File: config.mk
export PLATFORM = sky130hd
export DESIGN_NAME = el2_ifu_parcel_seq
export DESIGN_NICKNAME = d
export VERILOG_FILES = /design/src/rtl/el2_ifu_parcel_seq.sv
export SDC_FILE = /design/constraint.sdc
export NUM_CORES = 1
export LEC_CHECK = 0
export CORE_MARGIN = 1
export CORE_UTILIZATION = 50
export DETAILED_ROUTE_END_ITERATION = 16
export DONT_BUFFER_PORTS = 1
export GPL_TIMING_DRIVEN = 0
export PLACE_DENSITY_LB_ADDON = 0.05
export SLEW_MARGIN = 20
export SYNTH_ARGS = -nofsm -noshare
export SYNTH_HDL_FRONTEND = slang
export SYNTH_SLANG_ARGS = --single-unit
File: constraint.sdc
create_clock -name clk -period 5.5 [get_ports clk]
set_input_delay 0 -clock clk [delete_from_list [all_inputs] [get_ports clk]]
set_output_delay 0 -clock clk [all_outputs]
set_load 0.02 [all_outputs]
File: src/rtl/el2_ifu_parcel_seq.sv
// el2_ifu_parcel_seq
//
// Parcel sequencer for the IFU decompression path. Fetch words are split into
// two 16-bit parcels and queued in a 3-entry FIFO. The head parcel decides
// whether the next instruction is compressed (one parcel, expanded by the
// external combinational decompressor) or native 32-bit (two parcels).
// One instruction per cycle is presented to decode through a registered
// valid/ready output stage.
//
// Optional feature: define EL2_IFU_SEQ_ILLEGAL_EN to flag compressed parcels
// whose expansion is zero on instr_illegal. Without it instr_illegal is 0.
//
// Ports:
//   clk, rst           clock, synchronous active-high reset
//   flush              drop buffered parcels and the output instruction
//   fw_valid/fw_ready  fetch word handshake, fw_data[15:0] is the older parcel
//   dc_din/dc_dout     head parcel to decompressor / its 32-bit expansion
//   instr_valid/ready  decode handshake
//   instr              expanded or native instruction
//   instr_is_c         instruction came from a 16-bit parcel
//   instr_raw16        original parcel for compressed instructions, else 0
//   instr_illegal      compressed expansion was zero (feature-dependent)
//   c_count            saturating count of compressed instructions emitted
module el2_ifu_parcel_seq (
  input  logic        clk,
  input  logic        rst,
  input  logic        flush,
  input  logic        fw_valid,
  input  logic [31:0] fw_data,
  output logic        fw_ready,
  output logic [15:0] dc_din,
  input  logic [31:0] dc_dout,
  output logic        instr_valid,
  input  logic        instr_ready,
  output logic [31:0] instr,
  output logic        instr_is_c,
  output logic [15:0] instr_raw16,
  output logic        instr_illegal,
  output logic [15:0] c_count
);

  logic [15:0] pbuf_q [3];
  logic [15:0] pbuf_d [3];
  logic [1:0]  cnt_q, cnt_d;
  logic        valid_q, valid_d;
  logic [31:0] instr_q, instr_d;
  logic        is_c_q, is_c_d;
  logic [15:0] raw16_q, raw16_d;
  logic [15:0] c_count_q, c_count_d;

  logic        head_is_c;
  logic [1:0]  need;
  logic        out_free;
  logic        emit;
  logic [1:0]  pop;
  logic [1:0]  remain;
  logic        accept;

  assign head_is_c = (pbuf_q[0][1:0] != 2'b11);
  assign need      = head_is_c ? 2'd1 : 2'd2;
  assign out_free  = !valid_q || instr_ready;
  assign emit      = !flush && (cnt_q >= need) && out_free;
  assign pop       = emit ? need : 2'd0;
  assign remain    = cnt_q - pop;
  // Ready looks only at state and instr_ready, never at fw_valid.
  assign fw_ready  = !rst && !flush && (remain <= 2'd1);
  assign accept    = fw_valid && fw_ready;
  assign dc_din    = pbuf_q[0];

  // Buffer: shift out popped parcels, then append the new word behind the rest.
  always_comb begin
    pbuf_d = pbuf_q;
    cnt_d  = remain + (accept ? 2'd2 : 2'd0);
    case (pop)
      2'd1: begin
        pbuf_d[0] = pbuf_q[1];
        pbuf_d[1] = pbuf_q[2];
        pbuf_d[2] = 16'h0;
      end
      2'd2: begin
        pbuf_d[0] = pbuf_q[2];
        pbuf_d[1] = 16'h0;
        pbuf_d[2] = 16'h0;
      end
      default: ;
    endcase
    if (accept) begin
      if (remain == 2'd0) begin
        pbuf_d[0] = fw_data[15:0];
        pbuf_d[1] = fw_data[31:16];
      end else begin
        pbuf_d[1] = fw_data[15:0];
        pbuf_d[2] = fw_data[31:16];
      end
    end
    if (flush) begin
      cnt_d = 2'd0;
      for (int i = 0; i < 3; i++) pbuf_d[i] = 16'h0;
    end
  end

  // Output stage: load on emit, hold while decode stalls.
  always_comb begin
    instr_d   = instr_q;
    is_c_d    = is_c_q;
    raw16_d   = raw16_q;
    c_count_d = c_count_q;
    if (flush) begin
      valid_d = 1'b0;
    end else if (emit) begin
      valid_d = 1'b1;
    end else if (instr_ready) begin
      valid_d = 1'b0;
    end else begin
      valid_d = valid_q;
    end
    if (emit) begin
      is_c_d = head_is_c;
      if (head_is_c) begin
        instr_d = dc_dout;
        raw16_d = pbuf_q[0];
        if (c_count_q != 16'hFFFF) c_count_d = c_count_q + 16'd1;
      end else begin
        instr_d = {pbuf_q[1], pbuf_q[0]};
        raw16_d = 16'h0;
      end
    end
  end

  always_ff @(posedge clk) begin
    if (rst) begin
      for (int i = 0; i < 3; i++) pbuf_q[i] <= 16'h0;
      cnt_q     <= 2'd0;
      valid_q   <= 1'b0;
      instr_q   <= 32'h0;
      is_c_q    <= 1'b0;
      raw16_q   <= 16'h0;
      c_count_q <= 16'h0;
    end else begin
      pbuf_q    <= pbuf_d;
      cnt_q     <= cnt_d;
      valid_q   <= valid_d;
      instr_q   <= instr_d;
      is_c_q    <= is_c_d;
      raw16_q   <= raw16_d;
      c_count_q <= c_count_d;
    end
  end

`ifdef EL2_IFU_SEQ_ILLEGAL_EN
  logic ill_q, ill_d;

  always_comb begin
    ill_d = ill_q;
    if (emit) ill_d = head_is_c && (dc_dout == 32'h0);
  end

  always_ff @(posedge clk) begin
    if (rst) begin
      ill_q <= 1'b0;
    end else begin
      ill_q <= ill_d;
    end
  end

  assign instr_illegal = ill_q;
`else
  assign instr_illegal = 1'b0;
`endif

  assign instr_valid = valid_q;
  assign instr       = instr_q;
  assign instr_is_c  = is_c_q;
  assign instr_raw16 = raw16_q;
  assign c_count     = c_count_q;

endmodule

==> report_table.html <==
<table>
<tr><th>Metric</th><th>Value</th></tr>
<tr><th colspan="2">Status</th></tr>
<tr><td>Status</td><td>finished clean</td></tr>
<tr><th colspan="2">Cells and area</th></tr>
<tr><td>Post-Route Utilization</td><td>66.1%</td></tr>
<tr><td>Growth of design area from synthesis to finish</td><td>26.2%</td></tr>
<tr><td>Layout filler cell count</td><td>924</td></tr>
<tr><td>Fraction of final layout cells with drive strength greater than 1</td><td>12.0%</td></tr>
<tr><td>Antenna fix cells</td><td>0</td></tr>
<tr><td>Final net count</td><td>849</td></tr>
<tr><th colspan="2">Synth</th></tr>
<tr><td>Ys flop type</td><td>sky130_fd_sc_hd__dfxtp_1</td></tr>
<tr><td>Unique cell type count in the Yosys netlist</td><td>53</td></tr>
<tr><td>Fraction of the yosys area taken by sequential cells</td><td>42.4%</td></tr>
<tr><td>Synthesized flop and latch total</td><td>116</td></tr>
<tr><td>Post-synthesis cell count</td><td>685</td></tr>
<tr><td>Cell type with the highest aggregate area in the netlist</td><td>sky130_fd_sc_hd__dfxtp_1</td></tr>
<tr><td>Synthesized area per cell</td><td>8.00 um2</td></tr>
<tr><td>Count of flip-flops with a built-in enable after synthesis</td><td>0</td></tr>
<tr><td>Fraction of post-synthesis cell area in the top cell type by area</td><td>42.4%</td></tr>
<tr><td>Cell area after synthesis</td><td>0.00548 mm2</td></tr>
<tr><td>Synthesis Warnings</td><td>0</td></tr>
<tr><td>Synth area leaders</td><td>sky130_fd_sc_hd__dfxtp_1, sky130_fd_sc_hd__nand2_1, sky130_fd_sc_hd__a311oi_1, sky130_fd_sc_hd__nor2_1, sky130_fd_sc_hd__nand3_1</td></tr>
<tr><td>Synthesized net count</td><td>758</td></tr>
<tr><td>Asr flop ratio synth</td><td>0%</td></tr>
<tr><th colspan="2">Timing</th></tr>
<tr><td>Setup repair after global routing missed its margin</td><td>no</td></tr>
<tr><td>Fin. max-slew vios</td><td>0</td></tr>
<tr><td>Count of endpoints failing setup in the final report</td><td>0</td></tr>
<tr><td>Final Hold Viols</td><td>0</td></tr>
<tr><td>Worst slew margin relative to its limit</td><td>58.2%</td></tr>
<tr><td>Least-Margin Pin Slew</td><td>628 ps</td></tr>
<tr><td>Final period util</td><td>92.4%</td></tr>
<tr><td>Fmax</td><td>197 MHz</td></tr>
<tr><td>Setup TNS</td><td>0 ps</td></tr>
<tr><td>Minimum clock period after layout</td><td>5080 ps</td></tr>
<tr><td>Worst hold slack</td><td>36.0 ps</td></tr>
<tr><td>Layout Skew</td><td>4.71 ps</td></tr>
<tr><th colspan="2">Detailed routing</th></tr>
<tr><td>Post-detailed-routing wire length</td><td>18,200 um</td></tr>
<tr><td>Detail-routed via count per cell</td><td>5.99</td></tr>
<tr><td>Top sig layer</td><td>met4</td></tr>
<tr><td>Average wire length per cell after detail routing</td><td>19.6 um</td></tr>
<tr><td>Number of violations reported at the end of detailed-routing iteration 0</td><td>585</td></tr>
<tr><td>Met3 Wirelength</td><td>1580 um</td></tr>
<tr><td>Vias after detailed routing</td><td>5,538</td></tr>
<tr><td>Router iterations before antenna repair</td><td>5</td></tr>
<tr><td>Remaining design rule violation count</td><td>0</td></tr>
<tr><td>Detailed-routed wire length on met2</td><td>8220 um</td></tr>
<tr><td>Detailed-routing wirelength on met1</td><td>7780 um</td></tr>
<tr><td>Antenna Violating Nets Remaining</td><td>0</td></tr>
<tr><th colspan="2">Power</th></tr>
<tr><td>Leak Pwr</td><td>2.46 nW</td></tr>
<tr><td>Worst supply voltage drop on vdd</td><td>0.193 mV</td></tr>
<tr><td>Power dissipated by switching net loads</td><td>583 uW</td></tr>
<tr><td>Combinational group share of total power</td><td>10.4%</td></tr>
<tr><td>Relative contribution of the clock network to total power</td><td>46.8%</td></tr>
<tr><td>Power Internal</td><td>1.57 mW</td></tr>
<tr><td>Power density cells</td><td>312 mW/mm2</td></tr>
<tr><td>Switching Fraction</td><td>27.0%</td></tr>
<tr><td>Flop pwr share</td><td>42.7%</td></tr>
<tr><th colspan="2">Clocking</th></tr>
<tr><td>CTS Root Cell</td><td>sky130_fd_sc_hd__clkbuf_8</td></tr>
<tr><td>TritonCTS clock tree</td><td>built</td></tr>
<tr><td>Clock insertion delay at the later pin of the skew report</td><td>530 ps</td></tr>
<tr><td>Number of buffers added by the clock tree synthesis step</td><td>17</td></tr>
<tr><td>Clock slew seen by the registers of the worst setup and hold paths</td><td>60 ps</td></tr>
<tr><td>Buffers from clock root to sink, at most</td><td>2</td></tr>
<tr><td>Max H-tree Level</td><td>4</td></tr>
<tr><td>PostCTS Resize Cnt</td><td>0</td></tr>
<tr><td>Post-CTS setup buffers</td><td>0</td></tr>
<tr><td>Number of sinks driven by the clock tree</td><td>116</td></tr>
<tr><th colspan="2">Global routing</th></tr>
<tr><td>Global-route wire length before repair</td><td>28,100 um</td></tr>
<tr><td>Residual overflow from global routing</td><td>0</td></tr>
<tr><td>Antenna violations before repair</td><td>0</td></tr>
<tr><td>Via count of the first global-routing pass</td><td>5,360</td></tr>
<tr><td>Aggregate global-route resource usage</td><td>32.2%</td></tr>
<tr><td>Largest net degree at the start of global routing</td><td>17</td></tr>
<tr><th colspan="2">Min path</th></tr>
<tr><td>Type of the tightest min-delay check</td><td>input pin to flop</td></tr>
<tr><th colspan="2">Critical path</th></tr>
<tr><td>Critical path class</td><td>flop to flop</td></tr>
<tr><td>CP Max Fanout</td><td>17</td></tr>
<tr><td>Crit start category</td><td>flop</td></tr>
<tr><td>Worst EP arrival</td><td>5540 ps</td></tr>
<tr><td>Critical Path Sink Type</td><td>flop</td></tr>
<tr><td>Cells traversed along the worst timing path</td><td>and2_1, buf_2, clkinv_2, clkbuf_1, ha_1, nand2b_1, a21oi_1, buf_2, nor2_2, nand2_1, inv_2, ha_1, xor2_2, nand3_1, or3_4, a21oi_4, nand2_1, dlygate4sd3_1, a21oi_1</td></tr>
<tr><td>Required time of the critical path</td><td>5960 ps</td></tr>
<tr><td>Sum of buffers and inverters on the critical path</td><td>6</td></tr>
<tr><td>Family with the most delay on the worst path</td><td>buffers and inverters</td></tr>
<tr><td>Cell type of the slowest stage on the worst timing path</td><td>sky130_fd_sc_hd__dlygate4sd3_1</td></tr>
<tr><td>Worst stage delay on the critical path</td><td>570 ps</td></tr>
<tr><th colspan="2">Placement</th></tr>
<tr><td>DPL Wire Length</td><td>12,900 um</td></tr>
<tr><td>Port-buffer cells</td><td>0</td></tr>
<tr><td>Gp weighted congestion</td><td>0.877</td></tr>
<tr><th colspan="2">Floorplanning</th></tr>
<tr><td>Die boundary height</td><td>107 um</td></tr>
<tr><td>I/O pins</td><td>153</td></tr>
<tr><td>Row Count</td><td>37</td></tr>
<tr><td>X dimension of the die</td><td>107 um</td></tr>
<tr><td>Initial standard-cell utilization of the core</td><td>52.4%</td></tr>
<tr><td>Core area</td><td>0.0105 mm2</td></tr>
<tr><td>Overall die area</td><td>0.0114 mm2</td></tr>
<tr><th colspan="2">Job</th></tr>
<tr><td>Count of maximum capacitance violations</td><td>0</td></tr>
</table>
-- sequential cells by signal, summed over array words and instances, names as in the netlist --
signal	cells
c_count	16
cnt_q	2
dc_din	16
instr	32
instr_is_c	1
instr_raw16	16
instr_valid	1
pbuf_q	32
-- repair_timing --
action | CTS | global route
hold endpoints to repair | 87 | 0
setup endpoints to repair | 0 | 11
hold buffers | 73 | 0
-- per-layer routing --
metal,track usage (%),vias up
met2,50.6,268
li1,-,2611
met5,0,-
met1,41.1,2623
met3,8.27,36
met4,15.5,0
-- per-stage QoR --
stage                     setup slack (ps)  power [mW]  std cells  instance area (um2)
after floorplan                       1620        1.06        685                 5480
final                                  419        2.16        925                 6920
after global placement                 473        1.10        821                 5650
after CTS                              137        2.15        926                 6920
after detailed placement               367        1.11        821                 5650
after global routing                  63.0        2.23        925                 6920
-- layout make-up --
cell class              instances  area, um2  share of cell area (%)
well taps                     136        170                    2.46
repair buffers                 73        731                    10.6
multi-input cells             495       2780                    40.2
clock inverters                14        113                    1.63
plain buffers                  68        349                    5.05
flip-flops and latches        116       2320                    33.6
clock buffers                  18        428                    6.19
inverters                       5       20.0                   0.289
-- power groups by stage --
stage / registers, mW / clock network [mW] / logic, mW
2_1_floorplan: 0.927 / 0 / 0.134
3_3_place_gp: 0.938 / 0 / 0.165
3_5_place_dp: 0.939 / 0 / 0.169
4_1_cts: 0.920 / 1.01 / 0.220
5_1_grt: 0.924 / 1.06 / 0.244
6_report: 0.921 / 1.01 / 0.225
-- final timing paths --
kind              startpoint          to  slack [ps]  depth (start not counted)
setup / recovery   dc_din[1]   dc_din[0]         420                         19
hold / removal         flush  pbuf_q[31]          40                          4
setup reg to reg   dc_din[1]   dc_din[0]         420                         19
hold reg to reg   pbuf_q[12]  pbuf_q[12]         500                          2
-- synth_stat cells, types with 15 or more instances --
cell,count
sky130_fd_sc_hd__nand3_1,44
sky130_fd_sc_hd__buf_4,17
sky130_fd_sc_hd__nor3_1,18
sky130_fd_sc_hd__o21ai_0,20
sky130_fd_sc_hd__dfxtp_1,116
sky130_fd_sc_hd__nor2_1,71
sky130_fd_sc_hd__nand2_1,131
sky130_fd_sc_hd__buf_2,17
sky130_fd_sc_hd__a311oi_1,31
sky130_fd_sc_hd__clkbuf_1,32
sky130_fd_sc_hd__mux2_2,15
sky130_fd_sc_hd__a21oi_1,40
-- worst reg2reg max path, stage by stage, from the launching register on --
cell and delay [ps]:
sky130_fd_sc_hd__dfxtp_1 450, sky130_fd_sc_hd__and2_1 200, sky130_fd_sc_hd__buf_2 250, sky130_fd_sc_hd__clkinv_2 200
sky130_fd_sc_hd__clkbuf_1 350, sky130_fd_sc_hd__ha_1 380, sky130_fd_sc_hd__nand2b_1 100, sky130_fd_sc_hd__a21oi_1 80
sky130_fd_sc_hd__buf_2 190, sky130_fd_sc_hd__nor2_2 210, sky130_fd_sc_hd__nand2_1 170, sky130_fd_sc_hd__inv_2 290
sky130_fd_sc_hd__ha_1 260, sky130_fd_sc_hd__xor2_2 290, sky130_fd_sc_hd__nand3_1 170, sky130_fd_sc_hd__or3_4 380
sky130_fd_sc_hd__a21oi_4 250, sky130_fd_sc_hd__nand2_1 70, sky130_fd_sc_hd__dlygate4sd3_1 570, sky130_fd_sc_hd__a21oi_1 150
-- cell usage in the layout (no fill, tap or decap), types with 2 or more instances in the layout --
| master | count |
|---|---|
| sky130_fd_sc_hd__ha_1 | 4 |
| sky130_fd_sc_hd__clkinvlp_4 | 4 |
| sky130_fd_sc_hd__nand2_1 | 131 |
| sky130_fd_sc_hd__or3_1 | 5 |
| sky130_fd_sc_hd__and3_1 | 5 |
| sky130_fd_sc_hd__a21oi_1 | 40 |
| sky130_fd_sc_hd__o2111ai_1 | 2 |
| sky130_fd_sc_hd__o21ai_0 | 20 |
| sky130_fd_sc_hd__a311oi_1 | 31 |
| sky130_fd_sc_hd__clkbuf_1 | 31 |
| sky130_fd_sc_hd__nand2b_1 | 5 |
| sky130_fd_sc_hd__o221ai_1 | 14 |
| sky130_fd_sc_hd__o211ai_1 | 14 |
| sky130_fd_sc_hd__clkbuf_8 | 2 |
| sky130_fd_sc_hd__nor2b_1 | 4 |
| sky130_fd_sc_hd__xnor2_1 | 4 |
| sky130_fd_sc_hd__nor3_1 | 18 |
| sky130_fd_sc_hd__dfxtp_1 | 116 |
| sky130_fd_sc_hd__o21ai_2 | 2 |
| sky130_fd_sc_hd__nand4_1 | 4 |
| sky130_fd_sc_hd__buf_4 | 17 |
| sky130_fd_sc_hd__nand3_1 | 44 |
| sky130_fd_sc_hd__a22oi_1 | 14 |
| sky130_fd_sc_hd__inv_1 | 3 |
| sky130_fd_sc_hd__dlygate4sd3_1 | 73 |
| sky130_fd_sc_hd__mux2_2 | 15 |
| sky130_fd_sc_hd__clkbuf_16 | 16 |
| sky130_fd_sc_hd__o21a_1 | 3 |
| sky130_fd_sc_hd__clkinv_2 | 8 |
| sky130_fd_sc_hd__o22ai_1 | 14 |
| sky130_fd_sc_hd__nand3b_1 | 2 |
| sky130_fd_sc_hd__o21ai_1 | 2 |
| sky130_fd_sc_hd__buf_2 | 17 |
| sky130_fd_sc_hd__nor2_1 | 71 |
| sky130_fd_sc_hd__xor2_1 | 9 |
-- logic make-up (layout without fill, tap and decap cells) --
group / after synthesis / in the layout / share of synthesized area, %
DFF: 116 / 116 / 42.4
other: 1 / 1 / 0.0685
adders and majority gates: 4 / 4 / 0.914
muxes: 16 / 16 / 3.27
xor gates and xnor gates: 14 / 14 / 2.38
AOI/OAI and AO/OA: 161 / 161 / 20.3
and+or+nand+nor: 299 / 299 / 23.9
buffers and inverters: 74 / 178 / 6.81
No activity file was read; power rests on OpenSTA's default activity.
